`src/rtl/rr_timeout_arbiter.sv`:
```
// rr_timeout_arbiter: NPORTS-input round-robin arbiter with a per-port packet-length timeout.
//
// Grants one requester at a time with a one-hot registered grant. The grant is held while the
// owner keeps requesting and its timer has not expired. On release or expiry, the grant rotates to
// the next requester after the previous owner.
//
// Optional feature: define ARB_TAIL_RELEASE_EN to release the grant when the owner presents TAIL_ID.
//
// Ports:
//   i_clk          clock, all state on posedge
//   i_rst_n        asynchronous active-low reset
//   i_req          per-port request
//   i_flit_id      per-port flit type, port i = [i*FID_W +: FID_W]
//   i_length       per-port packet length, port i = [i*LEN_W +: LEN_W]
//   o_grant        one-hot registered grant, all zero = idle
//   o_grant_valid  |o_grant
//   o_timeout      1-cycle pulse: port lost its grant by expiry while still requesting
module rr_timeout_arbiter #(
  parameter int unsigned      NPORTS    = 5,
  parameter int unsigned      LEN_W     = 12,
  parameter int unsigned      FID_W     = 3,
  parameter logic [FID_W-1:0] HEADER_ID = 3'b001,
  parameter logic [FID_W-1:0] TAIL_ID   = 3'b100
) (
  input  logic                    i_clk,
  input  logic                    i_rst_n,
  input  logic [NPORTS-1:0]       i_req,
  input  logic [NPORTS*FID_W-1:0] i_flit_id,
  input  logic [NPORTS*LEN_W-1:0] i_length,
  output logic [NPORTS-1:0]       o_grant,
  output logic                    o_grant_valid,
  output logic [NPORTS-1:0]       o_timeout
);

  localparam int unsigned PTR_W = $clog2(NPORTS);

`ifdef ARB_TAIL_RELEASE_EN
  localparam bit TailRelease = 1'b1;
`else
  localparam bit TailRelease = 1'b0;
`endif

  logic [NPORTS-1:0] r_grant, r_timeout;
  logic [PTR_W-1:0]  r_ptr;
  logic [LEN_W-1:0]  r_limit [NPORTS];
  logic [LEN_W-1:0]  r_count [NPORTS];

  logic [FID_W-1:0]  w_fid [NPORTS];
  logic [LEN_W-1:0]  w_len [NPORTS];
  logic [NPORTS-1:0] w_expired;
  logic [PTR_W-1:0]  w_owner, w_idx, w_pick, w_ptr_d;
  logic [NPORTS-1:0] w_grant_d, w_timeout_d;
  logic              w_legal, w_owner_req, w_expired_o, w_tail, w_hit, w_hold;

  genvar g;
  generate
    for (g = 0; g < NPORTS; g++) begin : g_port
      assign w_fid[g]     = i_flit_id[g*FID_W +: FID_W];
      assign w_len[g]     = i_length[g*LEN_W +: LEN_W];
      assign w_expired[g] = (r_count[g] == r_limit[g]);

      always_ff @(posedge i_clk or negedge i_rst_n) begin
        if (!i_rst_n) begin
          r_limit[g] <= '0;
          r_count[g] <= '0;
        end else begin
          // Limit follows every header, granted or not; expiry this cycle still sees the old one.
          if (w_fid[g] == HEADER_ID) r_limit[g] <= w_len[g];
          if (w_hold && (w_owner == PTR_W'(g))) begin
            r_count[g] <= (r_count[g] == '1) ? r_count[g] : r_count[g] + 1'b1;
          end else begin
            r_count[g] <= '0;
          end
        end
      end
    end
  endgenerate

  // Exactly one bit set; an X or multi-hot grant evaluates false here and recovers to idle.
  assign w_legal = (r_grant != '0) && ((r_grant & (r_grant - 1'b1)) == '0);

  always_comb begin
    w_owner = '0;
    for (int unsigned i = 0; i < NPORTS; i++) begin
      if (r_grant[PTR_W'(i)]) w_owner = PTR_W'(i);
    end
  end

  assign w_owner_req = i_req[w_owner];
  assign w_expired_o = w_expired[w_owner];
  assign w_tail      = TailRelease && w_legal && w_owner_req && (w_fid[w_owner] == TAIL_ID);

  // Search ptr+1 .. ptr+NPORTS so the previous owner is considered last.
  always_comb begin
    w_hit  = 1'b0;
    w_pick = r_ptr;
    w_idx  = '0;
    for (int unsigned k = 1; k <= NPORTS; k++) begin
      w_idx = PTR_W'((32'(r_ptr) + k) % NPORTS);
      if (!w_hit && i_req[w_idx]) begin
        w_hit  = 1'b1;
        w_pick = w_idx;
      end
    end
  end

  always_comb begin
    w_grant_d   = '0;
    w_ptr_d     = r_ptr;
    w_timeout_d = '0;
    w_hold      = 1'b0;
    if (w_legal) begin
      if (w_owner_req && !w_expired_o && !w_tail) begin
        w_hold    = 1'b1;
        w_grant_d = r_grant;
      end else if (w_owner_req && w_expired_o) begin
        w_timeout_d[w_owner] = 1'b1;
      end
    end
    if ((w_legal || (r_grant == '0)) && !w_hold && w_hit) begin
      w_grant_d[w_pick] = 1'b1;
      w_ptr_d           = w_pick;
    end
  end

  always_ff @(posedge i_clk or negedge i_rst_n) begin
    if (!i_rst_n) begin
      r_grant   <= '0;
      r_timeout <= '0;
      r_ptr     <= PTR_W'(NPORTS - 1);
    end else begin
      r_grant   <= w_grant_d;
      r_timeout <= w_timeout_d;
      r_ptr     <= w_ptr_d;
    end
  end

  assign o_grant       = r_grant;
  assign o_grant_valid = |r_grant;
  assign o_timeout     = r_timeout;

endmodule

```
`config.mk`:
```
export PLATFORM = sky130hd
export DESIGN_NAME = rr_timeout_arbiter
export DESIGN_NICKNAME = d
export VERILOG_FILES = /design/src/rtl/rr_timeout_arbiter.sv
export SDC_FILE = /design/constraint.sdc
export NUM_CORES = 1
export LEC_CHECK = 0
export ABC_CLOCK_PERIOD_IN_PS = 6780
export CORE_MARGIN = 2
export CORE_UTILIZATION = 46
export DETAILED_ROUTE_END_ITERATION = 16
export DONT_BUFFER_PORTS = 1
export PLACE_DENSITY = 0.6
export SYNTH_ARGS = -nofsm -noshare
export SYNTH_HDL_FRONTEND = slang
export SYNTH_SLANG_ARGS = --single-unit
```
`constraint.sdc`:
```
create_clock -name i_clk -period 6.78 [get_ports i_clk]
set_input_delay 1.356 -clock i_clk [delete_from_list [all_inputs] [get_ports i_clk]]
set_output_delay 1.356 -clock i_clk [all_outputs]
set_load 0.005 [all_outputs]
```
==> out/results.tsv, run 1 <==
stage	metric	value	unit
logic_synthesis	Synth top area share	38.6	%
clock_network	H-Tree Depth	4	
worst_setup_path	crit path DAT	5880	ps
logic_synthesis	synthesized instance count	874	
clock_network	setup bufs post-CTS	0	
floorplan	I/O pins	93	
run	number of max-cap violations	0	
floorplan	Die ar.	0.0197	mm²
timing	final setup TNS	0	ps
logic_synthesis	Post-Syn Area	0.00856	mm²
clock_network	Clk Latency, worst-skew pair	410	ps
floorplan	Chip Height	140	µm
worst_setup_path	CP Data Required Time	7090	ps
drt	Post-Route WL	20.0	mm
logic_synthesis	EDFF count, synth	0	
grt	gr ovfl total	0	
logic_synthesis	dominant cells by area after synthesis	dfrtp_1 (39%), mux2_2 (8.2%), xor2_1 (5.5%)	
drt	Avg Vias per Cell	6.01	
status	status	finished clean	
worst_setup_path	CP Capture Point	o_grant[1]$_DFF_PN0_	
timing	unrepaired setup endpoints after global routing	no	
worst_setup_path	Crit. Startpoint	r_ptr[1]$_DFFE_PN0P_	
clock_network	CTS clock-pin slew for the worst setup and hold paths	60	ps
logic_synthesis	Mapped Nets	985	
drt	Routed WL per cell	18.2	µm
floorplan	Core Rows	49	
clock_network	CTS Buffer Depth	2	
power_and_ir_drop	Pwr Density	508	mW/mm²
drt	vias	6596	
logic_synthesis	count leader, synth	dfrtp_1	
timing	crit share post-route	82.1	%
worst_setup_path	maximum fanout along the worst path	18	
drt	DRT antenna net count	0	
grt	Tot GR Track Use	20.8	%
power_and_ir_drop	Pint	2.65	mW
logic_synthesis	area leader, netlist	dfrtp_1	
clock_network	CTS tree	yes	
timing	min Tclk post-route	5570	ps
placed_design	placed cell area	0.00871	mm²
power_and_ir_drop	sequential share of power	21.5	%
min_path	Tightest Hold Check Type	flip-flop to flip-flop	
logic_synthesis	Synth top cells by count	dfrtp_1 (132), nor2_1 (86), mux2_2 (62), xor2_1 (54), nand2_1 (53)	
timing	Fin. Hold Viols	0	
logic_synthesis	Yosys reg bits	133	
layout	final core utilization	51.8	%
power_and_ir_drop	Sw Pwr	2.11	mW
placed_design	Port-buffer cells	0	
layout	number of antenna diodes	0	
clock_network	# resized after CTS	0	
drt	DRT iter0 DRCs	396	
timing	slew margin rel.	28.4	%
worst_setup_path	WS Path Type	flip-flop to flip-flop	
power_and_ir_drop	Comb pwr share	57.2	%
timing	Setup Viol. Count Final	0	
clock_network	clock sink count	133	
worst_setup_path	reg-to-reg critical path endpoint	o_grant[1]$_DFF_PN0_	
layout	Total Nets Final	967	
timing	slew of the pin with the lowest slew margin	1070	ps
timing	fin. max-slew vios	0	
floorplan	initial core utilization	47.3	%
drt	Post-route DRC	0	
timing	post-route clock skew	7.38	ps
layout	synthesis-to-finish area growth	9.45	%
timing	Final Hold Slack	530	ps
grt	first-pass GRT wire length	33.2	mm
layout	share of cells above drive strength 1	14.5	%
layout	Final Instance Area	0.00937	mm²
worst_setup_path	R2R depth	17	
worst_setup_path	r2r setup slk	1210	ps
worst_setup_path	nature of the critical path endpoint	flip-flop	
power_and_ir_drop	VDD IR-drop max	0.285	mV
layout	filler instances	1584	
worst_setup_path	Worst R2R Start	r_ptr[1]$_DFFE_PN0P_	
clock_network	Clock Root Buffer	clkbuf_16	
placed_design	GP Congestion	0.948	
logic_synthesis	Syn Area/Cell	9.79	µm²
logic_synthesis	Netlist cell types	82	
min_path	Hold Path Stages	1	
logic_synthesis	Yosys warning count	0	
placed_design	Detailed Place HPWL	14.7	mm
worst_setup_path	crit path launch type	flip-flop	
logic_synthesis	Main synth FF type	dfrtp_1	
power_and_ir_drop	switch share	44.3	%
grt	antenna violations before repair	0	
floorplan	overall die width	140	µm
drt	TritonRoute pass-1 iters	5	
logic_synthesis	FFs w/ async S/R, synth	100	%
power_and_ir_drop	leakage power	3.86	nW
clock_network	cts hold-fix bufs	0	
grt	largest net degree at the start of global routing	134	
clock_network	CTS Buf Count	17	
timing	Peak Freq	180	MHz
logic_synthesis	register area share after synthesis	38.9	%
grt	vias in the first global route	6658	
floorplan	core area	0.0181	mm²
power_and_ir_drop	power share of the clock group	21.3	%
==> routing by layer <==
layer	track usage, %	vias up	share of wire (%)
li1	-	3155	-
met1	28.0	3252	45
met2	33.9	166	48
met3	4.65	23	5.3
met4	6.01	0	1.5
met5	0	-	0
==> metrics by stage <==
stage	setup WS, ps	instances	power, mW
finish	1210	1097	4.75
global route	851	1097	5.09
CTS	1350	1097	4.72
detailed placement	1430	1066	3.68
global placement	1640	1066	3.60
floorplan	1420	874	3.15
==> worst max-delay path: stages (launching register included) <==
cell       delay, ps
dfrtp_1          540
ha_1             470
xor2_2           700
ha_1             350
nor3_1            80
o32a_1           330
nand2_1          140
inv_1             80
ha_1             220
nor2b_1          150
a2111oi_1        600
or3_1            360
o31ai_4          110
a22oi_2          380
nor2_1            90
a221o_1          350
a32o_1           290
o31ai_1          230
==> area by class of cell <==
class	count	area, µm²	area share [%]
Timing Repair Buffer	6	45.0	0.481
Sequential cell	133	3330	35.6
Tap cell	229	287	3.06
Multi-Input combinational cell	672	4950	52.9
Inverter	26	97.6	1.04
Clock inverter	12	203	2.16
Clock buffer	19	453	4.84
==> power by group through the flow <==
stage,clock [mW],sequential (mW),combinational (mW)
2_1_floorplan,0,0.983,2.17
3_3_place_gp,0,1.04,2.56
3_5_place_dp,0,1.04,2.64
4_1_cts,1.04,1.03,2.66
5_1_grt,1.07,1.04,2.97
6_report,1.01,1.02,2.72
==> layout by cell type (no fill, tap or decap), types with 11 or more instances in the layout <==
master     netlist  routed
ha_1            29      29
mux2i_1         15      15
dfrtp_1        132     132
a211oi_1        12      12
a21oi_1         22      22
and3_1          18      18
o21ai_0         16      16
nor3_1          14      14
nand4_1         24      24
nand2_1         53      53
nand3_1         25      25
mux2_2          62      62
clkbuf_16        0      17
nor2b_1         12      12
xor2_1          54      54
inv_1           20      20
a31oi_1         11      11
nor2_1          86      86
nor4_1          13      13
xnor2_1         49      49
==> worst min-delay path by stage <==
stage	from	end	slack, ps
after global routing	r_limit[42]$_DFFE_PN0N_	r_limit[42]$_DFFE_PN0N_	550
after detailed placement	r_limit[9]$_DFFE_PN0N_	r_limit[9]$_DFFE_PN0N_	520
final	r_limit[17]$_DFFE_PN0N_	r_limit[17]$_DFFE_PN0N_	530
after floorplan	r_limit[36]$_DFFE_PN0N_	r_limit[36]$_DFFE_PN0N_	500
after CTS	r_limit[9]$_DFFE_PN0N_	r_limit[9]$_DFFE_PN0N_	530
after global placement	r_limit[3]$_DFFE_PN0N_	r_limit[3]$_DFFE_PN0N_	520
==> logic make-up after synthesis <==
group | synth area share, %
muxes | 10.2
AOI/OAI and AO/OA | 14.1
adders and majority gates | 4.24
xor gates and xnor gates | 11.1
and+or+nand+nor | 18.1
buffers and inverters | 3.29
DFF | 38.9
==> flip-flops by register name, indices dropped and copies added (netlist names) <==
register,count
r_limit,60
r_ptr,3
o_grant,5
r_count,60
o_timeout,5
Note: power is estimated with default switching activity, not from simulation.
==> inputs of run 2 (changes only) <==
--- a/config.mk
+++ b/config.mk
@@ -5,7 +5,7 @@
 export SDC_FILE = /design/constraint.sdc
 export NUM_CORES = 1
 export LEC_CHECK = 0
-export ABC_CLOCK_PERIOD_IN_PS = 6780
+export ABC_CLOCK_PERIOD_IN_PS = 5300
 export CORE_MARGIN = 2
 export CORE_UTILIZATION = 46
 export DETAILED_ROUTE_END_ITERATION = 16
==> constraint.sdc (replaced) <==
create_clock -name i_clk -period 5.3 [get_ports i_clk]
set_input_delay 1.06 -clock i_clk [delete_from_list [all_inputs] [get_ports i_clk]]
set_output_delay 1.06 -clock i_clk [all_outputs]
set_load 0.005 [all_outputs]
==> run 2 against run 1 <==
Net effect:
- global-route usage increased by 0.15 points
- sequential power increased by 29%
- flip-flop and latch count unchanged
- register-to-register slack got worse by 880 ps
- clock power increased by 30%
- final cell count increased by 0.27%
- routed wire length increased by 0.18%
- total power increased by 29%
- combinational power increased by 29%
- worst hold slack got worse by 190 ps
- sequential share of layout area decreased by 0.13 points
==> out/results.tsv, run 2 (synthesis results as in run 1) <==
stage	metric	value	unit	change
worst_setup_path	worst-path cell chain	inv_2 > ha_1 > o21ai_1 > nand2_1 > xnor2_1 > ha_1 > inv_1 > o221ai_1 > a21boi_0 > o22ai_1 > o2111ai_2 > a2111o_1 > a2111o_1 > o31ai_1		
clock_network	CTS tree	yes		
status	status	finished clean		
floorplan	I/O pins	93		unchanged
clock_network	CTS clock-pin slew for the worst setup and hold paths	60	ps	about the same
worst_setup_path	kind of cell adding the most delay to the critical path	compound AO/OA/AOI/OAI gates		
floorplan	Die ar.	0.0197	mm²	unchanged
grt	met2 usage	33.3	%	-0.59 points
layout	highest-count cells in the layout ignoring fill and taps	dfrtp_1 (131), nor2_1 (86), mux2_2 (62), xor2_1 (54), nand2_1 (53)		
power_and_ir_drop	leakage power	3.89	nW	+0.67%
floorplan	overall die width	140	µm	unchanged
power_and_ir_drop	Pwr Density	654	mW/mm²	+29%
clock_network	Clk Latency, worst-skew pair	420	ps	about the same
placed_design	GP Congestion	0.899		-5.2%
timing	crit share post-route	93.8	%	+12 points
worst_setup_path	CP Data Required Time	5600	ps	-1490 ps
drt	TritonRoute pass-1 iters	6		+1
grt	vias in the first global route	6575		-1.2%
drt	DRT iter0 DRCs	477		+20%
layout	synthesis-to-finish area growth	9.88	%	
clock_network	CTS Buffer Depth	2		unchanged
grt	gr ovfl total	0		unchanged
floorplan	initial core utilization	47.3	%	unchanged
timing	slew of the pin with the lowest slew margin	1060	ps	-9.64 ps
clock_network	Clock Root Buffer	clkbuf_16		
floorplan	Core Rows	49		unchanged
timing	fin. max-slew vios	0		unchanged
worst_setup_path	CP Buf/Inv Count	2		+1
worst_setup_path	WS Path Type	flip-flop to flip-flop		
placed_design	Port-buffer cells	0		unchanged
timing	Peak Freq	201	MHz	+12%
grt	antenna violations before repair	0		unchanged
drt	Avg Vias per Cell	5.97		-0.67%
worst_setup_path	Crit-path slowest cell	dfstp_2		
layout	number of antenna diodes	0		unchanged
layout	commonest non-fill, non-tap cell in the layout	dfrtp_1		
layout	Total Nets Final	969		+0.21%
drt	DRT antenna net count	0		unchanged
worst_setup_path	crit path DAT	5270	ps	-610 ps
clock_network	CTS Buf Count	17		unchanged
floorplan	Chip Height	140	µm	unchanged
worst_setup_path	maximum fanout along the worst path	16		-2
grt	met3 Track Usage GR	4.72	%	+0.068 points
floorplan	core area	0.0181	mm²	unchanged
grt	GRT busiest layer	met2		
min_path	Tightest Hold Check Type	input pin to asynchronous set/reset pin		
worst_setup_path	delay of the slowest cell on the worst path	790	ps	+90 ps
clock_network	clock sink count	133		unchanged
drt	Post-route DRC	0		unchanged
drt	Post-Route WL	20.0	mm	+0.18%
power_and_ir_drop	VDD IR-drop max	0.437	mV	+53%
worst_setup_path	nature of the critical path endpoint	flip-flop		
placed_design	Detailed Place HPWL	14.9	mm	+1.3%
timing	Setup Viol. Count Final	0		unchanged
clock_network	setup bufs post-CTS	0		unchanged
timing	Fin. Hold Viols	0		unchanged
timing	unrepaired setup endpoints after global routing	no		
worst_setup_path	crit path launch type	flip-flop		
layout	filler instances	1639		+3.5%
grt	met1 global-route usage	27.9	%	-0.098 points
layout	Largest regs	r_count (60), r_limit (60)		
grt	Tot GR Track Use	21.0	%	+0.15 points
layout	Post-Layout Cell Count	1100		+0.27%
layout	share of cells above drive strength 1	15.2	%	+0.64 points
timing	slew margin rel.	29.1	%	+0.64 points
placed_design	number of cells after detailed placement	1068		+0.19%
run	number of max-cap violations	0		unchanged
timing	min Tclk post-route	4970	ps	-597 ps
grt	largest net degree at the start of global routing	134		unchanged
timing	post-route clock skew	7.66	ps	+0.281 ps
timing	final setup TNS	0	ps	unchanged
drt	vias	6570		-0.39%
grt	first-pass GRT wire length	33.3	mm	+0.23%
clock_network	H-Tree Depth	4		unchanged
drt	Routed WL per cell	18.2	µm	about the same
[run 2: report_power, final]
part,internal [mW],switching [mW],leakage (nW),total (mW)
Combinational,1.39,2.13,1.85,3.52
Clock,0.874,0.438,0.324,1.31
Sequential,1.16,0.168,1.72,1.32
[run 2: metrics by stage]
step	hold WS (ps)	instance area [µm²]	power [mW]	setup slack, ps	util, %
2_1_floorplan	501	8560	4.03	53.7	-
3_3_place_gp	518	8720	4.65	533	48.2
3_5_place_dp	517	8720	4.76	283	48.2
4_1_cts	322	9390	6.10	262	51.9
5_1_grt	318	9400	6.60	43.8	52.0
6_report	338	9400	6.15	329	52.0
[run 2: worst register-to-register path, stage by stage (launching register included)]
cell and delay [ps]:
dfstp_2 790, inv_2 180, ha_1 440, o21ai_1 360
nand2_1 120, xnor2_1 230, ha_1 240, inv_1 80
o221ai_1 430, a21boi_0 250, o22ai_1 290, o2111ai_2 280
a2111o_1 360, a2111o_1 500, o31ai_1 310
[run 2: layout make-up]
type                            instances  area [µm²]  share of cell area, %
Multi-Input combinational cell        672        4960                   52.8
Timing Repair Buffer                    8        60.1                  0.639
Sequential cell                       133        3330                   35.4
Clock inverter                         11         194                   2.06
Clock buffer                           21         470                   5.00
Inverter                               26        97.6                   1.04
Tap cell                              229         287                   3.05
[run 2: per-layer routing]
| metal | up-vias | share of wire, % |
|---|---|---|
| li1 | 3166 | - |
| met1 | 3186 | 46 |
| met2 | 185 | 46 |
| met3 | 33 | 5.3 |
| met4 | 0 | 2.7 |
| met5 | - | 0 |
[run 2: path summary, 6_finish.rpt]
kind / start / endpoint / slack, ps / cells past startpoint
worst max-delay path: r_ptr[2]$_DFFE_PN1P_ / o_grant[0]$_DFF_PN0_ / 330 / 14
worst min-delay path: i_rst_n / r_limit[48]$_DFFE_PN0N_ / 340 / 0
worst max register to register: r_ptr[2]$_DFFE_PN1P_ / o_grant[0]$_DFF_PN0_ / 330 / 14
worst min register to register: r_limit[52]$_DFFE_PN0N_ / r_limit[52]$_DFFE_PN0N_ / 530 / 1
max in group asynchronous: i_rst_n / r_ptr[2]$_DFFE_PN1P_ / 4770 / 0
min in group i_clk: r_limit[52]$_DFFE_PN0N_ / r_limit[52]$_DFFE_PN0N_ / 530 / 1
[run 2: what timing repair did]
action | in CTS | in global routing
endpoints found under the setup margin | 0 | 6
hold buffers | 0 | 0
resized for setup | 0 | 4
